[config.mk]
export PLATFORM = sky130hd
export DESIGN_NAME = mem_stage
export DESIGN_NICKNAME = d
export VERILOG_FILES = /design/src/rtl/rv_mem_pkg.sv /design/src/rtl/load_store_align.sv /design/src/rtl/mem_stage.sv
export SDC_FILE = /design/constraint.sdc
export NUM_CORES = 1
export LEC_CHECK = 0
export ABC_AREA = 1
export CORE_ASPECT_RATIO = 0.75
export CORE_UTILIZATION = 44
export DETAILED_ROUTE_END_ITERATION = 7
export MAX_ROUTING_LAYER = met4
export PLACE_DENSITY = 0.8
export SLEW_MARGIN = 25
export SYNTH_ARGS = -nofsm -noshare
export SYNTH_HDL_FRONTEND = slang
export SYNTH_SLANG_ARGS = --single-unit
[constraint.sdc]
create_clock -name clk -period 1.8 [get_ports clk]
set_input_delay 0.18 -clock clk [delete_from_list [all_inputs] [get_ports clk]]
set_output_delay 0.18 -clock clk [all_outputs]
set_load 0.02 [all_outputs]
[src/rtl/rv_mem_pkg.sv]
// Shared constants for the RV32I memory stage: funct3 encodings, fault causes, FSM states.
package rv_mem_pkg;

   localparam int unsigned XLEN = 32;

   localparam logic [2:0] F3_LB  = 3'b000;
   localparam logic [2:0] F3_LH  = 3'b001;
   localparam logic [2:0] F3_LW  = 3'b010;
   localparam logic [2:0] F3_LBU = 3'b100;
   localparam logic [2:0] F3_LHU = 3'b101;
   localparam logic [2:0] F3_SB  = 3'b000;
   localparam logic [2:0] F3_SH  = 3'b001;
   localparam logic [2:0] F3_SW  = 3'b010;

   localparam logic [1:0] CAUSE_NONE     = 2'b00;
   localparam logic [1:0] CAUSE_MISALIGN = 2'b01;
   localparam logic [1:0] CAUSE_TIMEOUT  = 2'b10;
   localparam logic [1:0] CAUSE_ILLEGAL  = 2'b11;

   typedef enum logic {
      ST_IDLE = 1'b0,
      ST_BUSY = 1'b1
   } state_e;

endpackage

[src/rtl/load_store_align.sv]
// Byte-lane steering for stores, load extraction/extension, and width legality checks.
module load_store_align
   import rv_mem_pkg::*;
(
   input  logic [2:0]      i_funct3,
   input  logic [1:0]      i_addr,
   input  logic            i_is_store,
   input  logic [XLEN-1:0] i_rs2,
   input  logic [XLEN-1:0] i_rdata,
   output logic [3:0]      o_wstrb_c,
   output logic [XLEN-1:0] o_wdata_c,
   output logic [XLEN-1:0] o_load_c,
   output logic            o_misaligned_c,
   output logic            o_illegal_c
);

   logic [15:0] w_shift;

   always_comb begin
      w_shift        = 16'(i_rdata >> {i_addr, 3'b000});
      o_wstrb_c      = 4'b0000;
      o_wdata_c      = '0;
      o_load_c       = '0;
      o_misaligned_c = 1'b0;
      o_illegal_c    = 1'b0;
      if (i_is_store) begin
         case (i_funct3)
            F3_SB: begin
               o_wstrb_c = 4'b0001 << i_addr;
               o_wdata_c = {4{i_rs2[7:0]}};
            end
            F3_SH: begin
               o_wstrb_c      = 4'b0011 << i_addr;
               o_wdata_c      = {2{i_rs2[15:0]}};
               o_misaligned_c = i_addr[0];
            end
            F3_SW: begin
               o_wstrb_c      = 4'b1111;
               o_wdata_c      = i_rs2;
               o_misaligned_c = |i_addr;
            end
            default: o_illegal_c = 1'b1;
         endcase
      end else begin
         case (i_funct3)
            F3_LB:  o_load_c = {{24{w_shift[7]}}, w_shift[7:0]};
            F3_LBU: o_load_c = {24'h0, w_shift[7:0]};
            F3_LH: begin
               o_load_c       = {{16{w_shift[15]}}, w_shift};
               o_misaligned_c = i_addr[0];
            end
            F3_LHU: begin
               o_load_c       = {16'h0, w_shift};
               o_misaligned_c = i_addr[0];
            end
            F3_LW: begin
               o_load_c       = i_rdata;
               o_misaligned_c = |i_addr;
            end
            default: o_illegal_c = 1'b1;
         endcase
      end
   end

endmodule

[src/rtl/mem_stage.sv]
// RV32I MEM stage: EX/MEM register, ready/valid data-memory access with timeout, MEM/WB register.
module mem_stage
   import rv_mem_pkg::*;
#(
   parameter int unsigned TIMEOUT = 255
) (
   input  logic            clk,
   input  logic            reset,
   input  logic            ex_valid,
   input  logic [XLEN-1:0] ex_alu_result,
   input  logic [XLEN-1:0] ex_rs2_val,
   input  logic [4:0]      ex_rd,
   input  logic [2:0]      ex_funct3,
   input  logic            ex_mem_read,
   input  logic            ex_mem_write,
   input  logic            ex_reg_write,
   output logic            mem_stall,
   output logic            dmem_req,
   output logic            dmem_we,
   output logic [XLEN-1:0] dmem_addr,
   output logic [XLEN-1:0] dmem_wdata,
   output logic [3:0]      dmem_wstrb,
   input  logic            dmem_ready,
   input  logic [XLEN-1:0] dmem_rdata,
   output logic            wb_valid,
   output logic [4:0]      wb_rd,
   output logic [XLEN-1:0] wb_data,
   output logic            wb_reg_write,
   output logic            mem_fault,
   output logic [1:0]      mem_fault_cause,
   output logic [XLEN-1:0] mem_fault_addr
);

   localparam int unsigned TW = (TIMEOUT < 2) ? 1 : $clog2(TIMEOUT + 1);

   logic            r_m_valid, r_m_read, r_m_write, r_m_regw;
   logic [XLEN-1:0] r_m_addr, r_m_rs2;
   logic [4:0]      r_m_rd;
   logic [2:0]      r_m_funct3;
   state_e          r_state;
   logic [TW-1:0]   r_tcnt;
   logic            r_wb_valid, r_wb_regw, r_fault;
   logic [4:0]      r_wb_rd;
   logic [XLEN-1:0] r_wb_data, r_fault_addr;
   logic [1:0]      r_cause;

   logic [3:0]      w_wstrb;
   logic [XLEN-1:0] w_wdata, w_load;
   logic            w_mis, w_ill, w_is_mem, w_bad, w_req, w_timeout, w_stall;

   load_store_align u_align (
      .i_funct3       (r_m_funct3),
      .i_addr         (r_m_addr[1:0]),
      .i_is_store     (r_m_write),
      .i_rs2          (r_m_rs2),
      .i_rdata        (dmem_rdata),
      .o_wstrb_c      (w_wstrb),
      .o_wdata_c      (w_wdata),
      .o_load_c       (w_load),
      .o_misaligned_c (w_mis),
      .o_illegal_c    (w_ill)
   );

   assign w_is_mem  = r_m_valid & (r_m_read | r_m_write);
   assign w_bad     = w_is_mem & (w_mis | w_ill);
   assign w_req     = w_is_mem & ~w_mis & ~w_ill;
   // Ready on the final allowed cycle beats the timeout.
   assign w_timeout = (TIMEOUT != 0) & w_req & ~dmem_ready & (r_tcnt == TW'(TIMEOUT - 1));
   assign w_stall   = w_req & ~dmem_ready & ~w_timeout;

   assign mem_stall  = w_stall;
   assign dmem_req   = w_req;
   assign dmem_we    = w_req & r_m_write;
   assign dmem_addr  = w_req ? {r_m_addr[XLEN-1:2], 2'b00} : '0;
   assign dmem_wdata = dmem_we ? w_wdata : '0;
   assign dmem_wstrb = dmem_we ? w_wstrb : 4'b0000;

   // EX/MEM register: advances whenever the stage is not waiting on memory.
   always_ff @(posedge clk) begin
      if (!reset) begin
         r_m_valid  <= 1'b0;
         r_m_addr   <= '0;
         r_m_rs2    <= '0;
         r_m_rd     <= '0;
         r_m_funct3 <= '0;
         r_m_read   <= 1'b0;
         r_m_write  <= 1'b0;
         r_m_regw   <= 1'b0;
      end else if (!w_stall) begin
         r_m_valid  <= ex_valid;
         r_m_addr   <= ex_alu_result;
         r_m_rs2    <= ex_rs2_val;
         r_m_rd     <= ex_rd;
         r_m_funct3 <= ex_funct3;
         r_m_read   <= ex_mem_read;
         r_m_write  <= ex_mem_write;
         r_m_regw   <= ex_reg_write;
      end
   end

   // Access FSM: BUSY while a request waits for ready; r_tcnt counts waited cycles.
   always_ff @(posedge clk) begin
      if (!reset) begin
         r_state <= ST_IDLE;
         r_tcnt  <= '0;
      end else begin
         case (r_state)
            ST_IDLE: begin
               if (w_stall) begin
                  r_state <= ST_BUSY;
                  r_tcnt  <= TW'(1);
               end else begin
                  r_tcnt  <= '0;
               end
            end
            ST_BUSY: begin
               if (!w_stall) begin
                  r_state <= ST_IDLE;
                  r_tcnt  <= '0;
               end else begin
                  r_tcnt  <= r_tcnt + TW'(1);
               end
            end
            default: begin
               r_state <= ST_IDLE;
               r_tcnt  <= '0;
            end
         endcase
      end
   end

   // MEM/WB register: bubble while stalled, otherwise retire the M entry.
   always_ff @(posedge clk) begin
      if (!reset || w_stall || !r_m_valid) begin
         r_wb_valid   <= 1'b0;
         r_wb_rd      <= '0;
         r_wb_data    <= '0;
         r_wb_regw    <= 1'b0;
         r_fault      <= 1'b0;
         r_cause      <= CAUSE_NONE;
         r_fault_addr <= '0;
      end else begin
         r_wb_valid <= 1'b1;
         r_wb_rd    <= r_m_rd;
         if (w_bad || w_timeout) begin
            r_wb_data    <= '0;
            r_wb_regw    <= 1'b0;
            r_fault      <= 1'b1;
            r_cause      <= w_timeout ? CAUSE_TIMEOUT : (w_ill ? CAUSE_ILLEGAL : CAUSE_MISALIGN);
            r_fault_addr <= r_m_addr;
         end else begin
            r_wb_data    <= (w_req && !r_m_write) ? w_load : r_m_addr;
            r_wb_regw    <= r_m_regw & ~(w_req & r_m_write);
            r_fault      <= 1'b0;
            r_cause      <= CAUSE_NONE;
            r_fault_addr <= '0;
         end
      end
   end

   assign wb_valid        = r_wb_valid;
   assign wb_rd           = r_wb_rd;
   assign wb_data         = r_wb_data;
   assign wb_reg_write    = r_wb_regw;
   assign mem_fault       = r_fault;
   assign mem_fault_cause = r_cause;
   assign mem_fault_addr  = r_fault_addr;

endmodule
==> run metrics <==
vias per inst=5.23; P&R area growth vs syn=67.7%; synthesized area=0.00682 mm2; multiplexer share of the synthesized area=0%; Slowest cell on crit path=dfxtp_4; crit end category=output pin; failing checks=negative setup slack; most used standard cell by instance count after synthesis=nor2_1; Die H=110 um; Worst Slack Setup Final=-0.324 ns; DRT iter0 DRCs=555; WL per Instance=18.2 um; first-pass GRT wire length=37,800 um; final wirelength=26,700 um; CTS Buf Count=17; Synth area leaders=dfxtp_1 47%, nor2_1 11%, nand2_1 10%; via count=7,676; clock latency on the worst-skew pair=0.42 ns; Yosys cell types=34; P_leak=4.88 nW; fraction of layout cells with a size suffix above 1=23.9%; I/O pin count=256; number of diodes=0; Final Max Slew Viols=0; Post-synth EDFFs=0; Post-DRT Antenna Nets=0; crit-path cells=inv_1 -> nor2_2 -> inv_2 -> nor2_4 -> inv_1 -> o21ai_2 -> buf_6 -> a22oi_2 -> nor2_4 -> buf_6; Final Wtd Congestion=0.890; first drt pass iteration count=5; Setup TNS=-37.41 ns; Fin Clk Skew=0.0118 ns; Fin. Hold Viols=0; row count=39; Die Span X=146 um; synthesized area per cell=7.08 um2; HP Class=in2reg; gr usage total=31.7%; Synth Area in Compound Gates=13.4%; Root Driver=clkbuf_16; largest family of logic cells by synthesized area=simple AND/OR/NAND/NOR gates; Main synth FF type=dfxtp_1; critical path peak fanout=5; Worst Max-Slew Pin Slew=0.544 ns; CP peak stage delay=0.38 ns; synthesis-stage register bit count=159; status=finished, violations left; H-tree levels=4; Simple-Gate Fraction of Synth Area=29.0%; async set-or-reset flop fraction in the synthesized netlist=0%; Ys Warns=0; vias in the first global route=7,020; post-synthesis sequential area ratio=46.7%; DP Wirelength=16,900 um; max_cap viols=0; final setup fails=225; Largest delay share family, worst path=buffers and inverters; Longest Clk Path Bufs=2; critical path class=reg2out; final cycle utilization of the critical path=118%; Initial Utilization=45.0%; WP data required=1.62 ns; area fraction of the dominant cell type after synthesis=46.7%; largest net degree at the start of global routing=50; biggest area consumer among synthesized cells=dfxtp_1; final-layout fill cell count=1,045; synthesized instance count=964; Fmax=0.471 GHz; CORE AREA=0.0152 mm2; Synth top cells by count=194 x nor2_1, 187 x nand2_1, 159 x dfxtp_1; P per Cell Area=765 mW/mm2; crit path DAT=1.94 ns; Startpoint Class=flip-flop; worst ir drop on vdd=0.000742 V; drt drc=0; Worst-path clk slew=0.06 ns; non-filler cells, final=1,467; TritonCTS sink count=159; CP bufs+invs=5; XOR/XNOR share of the synthesized area=0.770%; total grt overflow=0; die area=0.0160 mm2; Final min period=2.12 ns; initial antenna violation count=0; nets=1,365; RSZ-0062 raised after global routing=yes; hold_buf cts=0; TritonCTS clock tree=done; number of buffers added on ports=253; adder-cell area share of the yosys netlist=0.367%; placed insts=1,416; Max-slew headroom=63.7%
tightest hold or removal path, delay by kind of cell:
kind,cells,cell delay (ns)
buffers and inverters,1,0.19
AND/OR/NAND/NOR,2,0.18
metrics by stage:
stage                     total power, mW  cell area [um2]  worst slack (ns)  hold WS (ns)  utilization (%)
after floorplan                      4.44             6940           -0.0397         0.304                -
after global placement               5.07             9990            -0.231         0.416             65.9
after detailed placement             5.08             9990            -0.344         0.426             65.9
after CTS                            8.59            11000            -0.344         0.106             72.2
after global routing                 9.05            11400            -0.367         0.181             75.4
final                                8.75            11400            -0.324         0.180             75.4
placed cells by master (no fill, tap or decap), types with 4 or more instances in the layout:
| cell type | netlist | final |
|---|---|---|
| a21oi_1 | 31 | 15 |
| a21oi_2 | 0 | 16 |
| a22o_1 | 8 | 5 |
| a22oi_2 | 0 | 7 |
| a31oi_1 | 8 | 7 |
| buf_12 | 0 | 20 |
| buf_4 | 5 | 69 |
| buf_6 | 4 | 47 |
| clkbuf_16 | 0 | 21 |
| clkdlybuf4s50_1 | 0 | 183 |
| clkinvlp_4 | 0 | 5 |
| dfxtp_1 | 159 | 155 |
| dfxtp_4 | 0 | 4 |
| inv_1 | 88 | 85 |
| nand2_1 | 187 | 182 |
| nand2_2 | 5 | 5 |
| nand3_1 | 86 | 83 |
| nand3_2 | 1 | 4 |
| nor2_1 | 194 | 141 |
| nor2_2 | 3 | 18 |
| nor2_4 | 2 | 40 |
| o21ai_0 | 66 | 58 |
| o21ai_1 | 23 | 25 |
| o21ai_2 | 10 | 14 |
| xnor2_1 | 4 | 4 |
cells by family after synthesis:
| kind of cell | Yosys count |
|---|---|
| simple gates | 481 |
| compound gates | 160 |
| flops | 159 |
| buf+inv | 155 |
| xor+xnor | 6 |
| fa+ha+maj | 2 |
| other cells | 1 |
registers in the layout, summed over array words and instances (netlist names):
name             count
mem_fault            1
mem_fault_addr      32
mem_fault_cause      2
r_m_addr            32
r_m_funct3           3
r_m_rd               5
r_m_read             1
r_m_regw             1
r_m_rs2             32
r_m_valid            1
r_m_write            1
r_state              1
r_tcnt               8
wb_data             32
wb_rd                5
wb_reg_write         1
wb_valid             1
report_power, final:
part | internal [mW] | switching, mW | total [mW]
Combinational | 0.709 | 0.830 | 1.54
Sequential | 3.65 | 0.0949 | 3.74
Clock | 2.03 | 1.44 | 3.47
metal layers:
metal	up-vias	global-route usage, %	wire length (um)	share of wire, %
li1	3632	-	-	-
met1	3547	41.6	11200	42
met2	427	48.8	12200	46
met3	70	6.35	2580	9.6
met4	0	11.1	745	2.8
met5	-	-	0	0
final cells by class:
cell class	count	area [um2]	area share (%)
tap	205	256	2.24
clock inverter	9	114	0.995
clock buffer	20	437	3.82
inverter	93	367	3.20
sequential	159	3200	27.9
timing repair buffer	330	3520	30.8
multi-input combinational	651	3550	31.0
timing repair:
item	in CTS	in global routing
pin swaps	22	20
setup endpoints to repair	214	224
gates resized for setup	462	81
buffers inserted	4	8
cloned	4	6
worst paths after layout:
path,to,startpoint,depth (start not counted),slack [ns]
max,dmem_wdata[21],r_m_funct3[0]$_SDFFE_PN0N_,10,-0.32
max reg2reg,wb_reg_write$_SDFF_PP0_,r_m_funct3[2]$_SDFFE_PN0N_,12,-0.24
min reg2reg,wb_rd[2]$_SDFF_PP0_,r_m_rd[2]$_SDFFE_PN0N_,2,0.45
min,mem_fault_cause[0]$_SDFF_PP0_,reset,3,0.18
Note: power is estimated with default switching activity, not from simulation.
